## src/rtl/multiplier_controller.sv

```systemverilog
// rtl/multiplier_controller.sv - sequencing FSM for the N-bit shift-add multiplier datapath
module multiplier_controller #(
  parameter int N  = 4,
  parameter int CW = $clog2(N)
) (
  input  logic          clock,
  input  logic          n_reset,
  input  logic          in_valid,
  output logic          in_ready,
  output logic          out_valid,
  input  logic          out_ready,
  output logic          do_init,
  output logic          do_shift,
  output logic          busy,
  output logic [CW-1:0] step
);

  typedef enum logic [1:0] {
    IDLE  = 2'd0,
    SHIFT = 2'd1,
    DONE  = 2'd2
  } state_t;

  state_t state;

  localparam logic [CW-1:0] LAST_STEP = CW'(N - 1);

  // Accept from IDLE, or from DONE when the result is taken in the same cycle.
  // do_init is masked during reset so the datapath never loads while held.
  always_comb begin
    in_ready = (state == IDLE) | ((state == DONE) & out_ready);
    do_init  = in_valid & in_ready & n_reset;
  end

  // State, step counter and registered Moore outputs.
  always_ff @(posedge clock or negedge n_reset) begin
    if (!n_reset) begin
      state     <= IDLE;
      step      <= '0;
      out_valid <= 1'b0;
      busy      <= 1'b0;
      do_shift  <= 1'b0;
    end else begin
      case (state)
        IDLE: begin
          if (in_valid) begin
            state    <= SHIFT;
            step     <= '0;
            do_shift <= 1'b1;
            busy     <= 1'b1;
          end
        end
        SHIFT: begin
          if (step == LAST_STEP) begin
            state     <= DONE;
            step      <= '0;
            do_shift  <= 1'b0;
            busy      <= 1'b0;
            out_valid <= 1'b1;
          end else begin
            step <= step + 1'b1;
          end
        end
        DONE: begin
          if (out_ready) begin
            out_valid <= 1'b0;
            if (in_valid) begin
              // back-to-back: next operation starts with no idle bubble
              state    <= SHIFT;
              step     <= '0;
              do_shift <= 1'b1;
              busy     <= 1'b1;
            end else begin
              state <= IDLE;
            end
          end
        end
        default: begin
          state     <= IDLE;
          step      <= '0;
          out_valid <= 1'b0;
          busy      <= 1'b0;
          do_shift  <= 1'b0;
        end
      endcase
    end
  end

endmodule

```

## config.mk

```make
export PLATFORM = sky130hd
export DESIGN_NAME = multiplier_controller
export DESIGN_NICKNAME = d
export VERILOG_FILES = /design/src/rtl/multiplier_controller.sv
export SDC_FILE = /design/constraint.sdc
export NUM_CORES = 1
export LEC_CHECK = 0
export ABC_AREA = 0
export CAP_MARGIN = 30
export CORE_AREA = 2 2 39 41
export DETAILED_ROUTE_END_ITERATION = 8
export DIE_AREA = 0 0 41 43
export SLEW_MARGIN = 20
export SYNTH_ARGS = -nofsm -noshare
export SYNTH_HDL_FRONTEND = slang
export SYNTH_SLANG_ARGS = --single-unit
```

## constraint.sdc

```tcl
create_clock -name clock -period 1.9 [get_ports clock]
set_input_delay 0.38 -clock clock [delete_from_list [all_inputs] [get_ports clock]]
set_output_delay 0.38 -clock clock [all_outputs]
set_load 0.03 [all_outputs]
```

After elaboration in Yosys (flattened, before gate mapping)
Cells that the tools add are included.
- register bits: 7
- bits of input ports: 4
- output and inout bits: 7
- word-level logic and storage cells: 40
- $add $sub $neg: 1
- equality and inequality tests: 6
- muxes and demuxes: 19
- bitwise logic cells: 5
- reduce and logical (&&, ||, !) cells: 4
- operators with widths (operator ; number):
    2-bit 2-to-1 mux ; 6
    2-bit case mux with 3 select lines ; 2
    1-bit case mux with 3 select lines ; 3
    1-bit 2-to-1 mux ; 8
    2-bit != test (second input constant) ; 3
    3-bit AND reduction ; 2
    2-bit equality test (second input constant) ; 2
    1-bit AND ; 3
    2-bit by 1-bit adder with 2-bit output (second input constant) ; 1
    2-bit by 1-bit equality test with 1-bit output (second input constant) ; 1
    2-bit logical NOT ; 1
    2-bit AND reduction ; 1
    1-bit NOT ; 1
    1-bit bitwise OR ; 1

Longest topological paths before layout
- depth after elaboration: 5
- gate-level depth with buffers: 4
- mapped depth without buffers: 4

Worst setup path after synthesis
No wires, ideal clock.
- path kind: flip-flop to output port
- start point: register state[0]
- end point: output port do_init
- arrival: 996 ps
- required time: 1520 ps
- setup slack: 524 ps
- cell stages (with the launch flop): 3
- buffers on the path: 0
- cell sequence: dfrtp_1 -> and2b_2 -> and3_1
- longest elaborated chain between the ends: 5
- elaborated cells on any way between the ends: 6
- those cells by class: 1 x eq/ne; 4 x bitwise; 1 x reduce/logical
- RTL lines (item ; RTL line ; source):
    start: declaration ; 24 ; state_t state;
    start signal: assignment ; 38 ; state <= IDLE;
    start signal: assignment ; 47 ; state <= SHIFT;
    start signal: assignment ; 55 ; state <= DONE;
    2-bit equality test ; 31 ; in_ready = (state == IDLE) | ((state == DONE) & out_ready);
    1-bit AND ; 31 ;
    1-bit bitwise OR (*) ; 31 ;
    1-bit AND (*) (2 in series) ; 32 ; do_init = in_valid & in_ready & n_reset;
    end: declaration ; 12 ; output logic do_init,
Every way passes the cells marked *; elsewhere a longest branch is shown, timed or not.

Final worst setup path
- start point: input port in_valid
- end point: output port do_init
- longest elaborated chain between the ends: 2
- RTL lines (item ; RTL line ; source):
    start: declaration ; 8 ; input logic in_valid,
    1-bit AND (2 in series) ; 32 ;
No other way between the ends.

==> metrics <==
antenna cells 0; Cell Area, Synth 334 um^2; data required time of the critical path 1.52 ns; drt drc 0; share of the synthesized area in the top cell type 52.4%; synth unique cells 17; Lkg Pwr 0.214 nW; die span in x 41 um; cell taking the most area after synthesis dfrtp_1; first-pass GRT wire length 1.19 mm; fraction of power consumed by sequential logic 33.6%; top cells by count, synth dfrtp_1 (7), a21oi_1 (6), nand2_1 (3); Seq/Total Area, Yosys 52.4%; CORE AREA 1380 um^2; part of the power in the clock network 16.2%; design area 490 um^2; critical-path maximum fanout 4; share of cells above drive strength 1 20.4%; CP Capture Type output port; YS warnings 0; async set-reset flop share out of synthesis 100%; via count 325; Num Clock Sinks 7; Total Nets Final 55; Main synth FF type dfrtp_1; PwrDens 1710 nW/um^2; worst clock skew 0.00429 ns; r2r setup slk 0.74 ns; status completed; Routed Antenna Nets 0; internal power 483 uW; CP startpoint kind primary input; total global routing overflow 0; Die H 43 um; setup TNS 0 ns; Port Buf Inserts 10; synth top area cells dfrtp_1 (52%), a21oi_1 (9.0%), ha_1 (3.7%), nor4_2 (3.7%), o22ai_1 (3.7%); cts bufs inserted 3; Starting Density 24.1%; Hold Vio Cnt, Final 0; Clock Path Buffers 2; critical path class in2out; # resized after CTS 0; Final setup viols 0; Pre-Repair DR Iteration Count 4; Post-Synthesis Net Count 38; Gate power share 50.2%; DRT Wirelength 776 um; final worst path period share 96.1%; Max Fclk 547 MHz; WL per Instance 11.9 um; Critical Path AT 1.45 ns; GRT Total Usage 11.7%; Tot Pwr 840 uW; synthesized instance count 33; largest net degree at the start of global routing 9; std cell rows 14; net switching power 357 uW; I/O pins 11; Max Cap Viol 0; fin crit period 1.83 ns; vias in the first global route 274; min-delay worst type in2async; sw frac 42.5%; GPL Wtd Cong 0.788; RSZ-0062 raised after global routing false; initial antenna violation count 0; clock latency on the worst-skew pair 0.25 ns; Reg clk slew, reported paths 0.05 ns; Mean Syn Cell Area 10.1 um^2; Slew headroom 79.6%; Least-Margin Pin Slew 0.305 ns; Slew Limit Fails 0; flops & latches, synth 7; cts hold-fix bufs 0; placed cell areas 464 um^2; htree depth 1; Area growth, synth to finish 46.8%; die area 1760 um^2; Vias/cell 5.00; Worst IR Drop VDD 0.000646 V; CTS Root Buffer Type clkbuf_4; CTS tree done; DR iter-0 viols 10; EDFF count, synth 0; Post-CTS Setup Inserts 0; top-count cell post-synth dfrtp_1
## power by group through the flow
stage	clock (mW)	sequential, mW	combinational, mW
after CTS	0.146	0.283	0.424
after global routing	0.160	0.294	0.458
after global placement	0	0.282	0.418
final	0.137	0.282	0.421
after detailed placement	0	0.285	0.422
after floorplan	0	0.350	0.198
## flip-flops by register name, indices dropped and copies added (netlist names)
signal	flops
state	2
step	2
busy	1
do_shift	1
out_valid	1
## worst max-delay path, cell delays in order
cell	delay [ns]
clkdlybuf4s50_1	0.47
and2b_2	0.26
and3_1	0.18
buf_4	0.16
## layer usage
metal	part of all wire (%)	track usage, %	vias to the layer above	wire length (um)
met4	1.7	12.0	0	13
met3	8.1	7.85	2	63
li1	-	-	155	-
met1	48	13.6	151	370
met2	42	12.8	17	329
met5	0	0	-	0
## final timing paths
kind                                   to     start  cells after the start
worst min-delay path             state[0]   n_reset                      2
worst max register to register    step[1]  state[1]                      4
min in group clock                step[1]   step[1]                      1
worst max-delay path              do_init  in_valid                      4
worst min register to register    step[1]   step[1]                      1
max in group asynchronous       out_valid   n_reset                      2
## metrics by stage
step                      hold slack (ns)  worst slack, ns  cells  utilization (%)
after floorplan                    0.0844            0.524     33                -
after global placement              0.534           0.0732     61             33.5
after detailed placement            0.545           0.0744     61             33.5
after CTS                           0.425           0.0734     65             35.4
after global routing                0.419           0.0365     65             35.4
final                               0.426           0.0732     65             35.4
## layout make-up
cell class | count | area [um^2]
multi-input cells | 23 | 148
clock buffers | 4 | 26.3
fillers | 154 | 893
well taps | 16 | 20.0
flip-flops and latches | 7 | 175
repair buffers | 12 | 110
inverters | 3 | 11.3
## cell families after synthesis
logic type / synth area share (%)
AOI/OAI and AO/OA: 23.6
and+or+nand+nor: 16.9
DFF: 52.4
buffers and inverters: 3.37
adders and majority gates: 3.74
## placed cells by master (no fill, tap or decap), drive strengths merged, types with 2 or more instances in the layout
cell type / count
buf: 4
clkdlybuf4s50: 8
o22ai: 2
dfrtp: 7
inv: 3
nand2: 3
a21oi: 6
clkbuf: 4
o21ai: 2
Power figures use the tool's default switching activity.
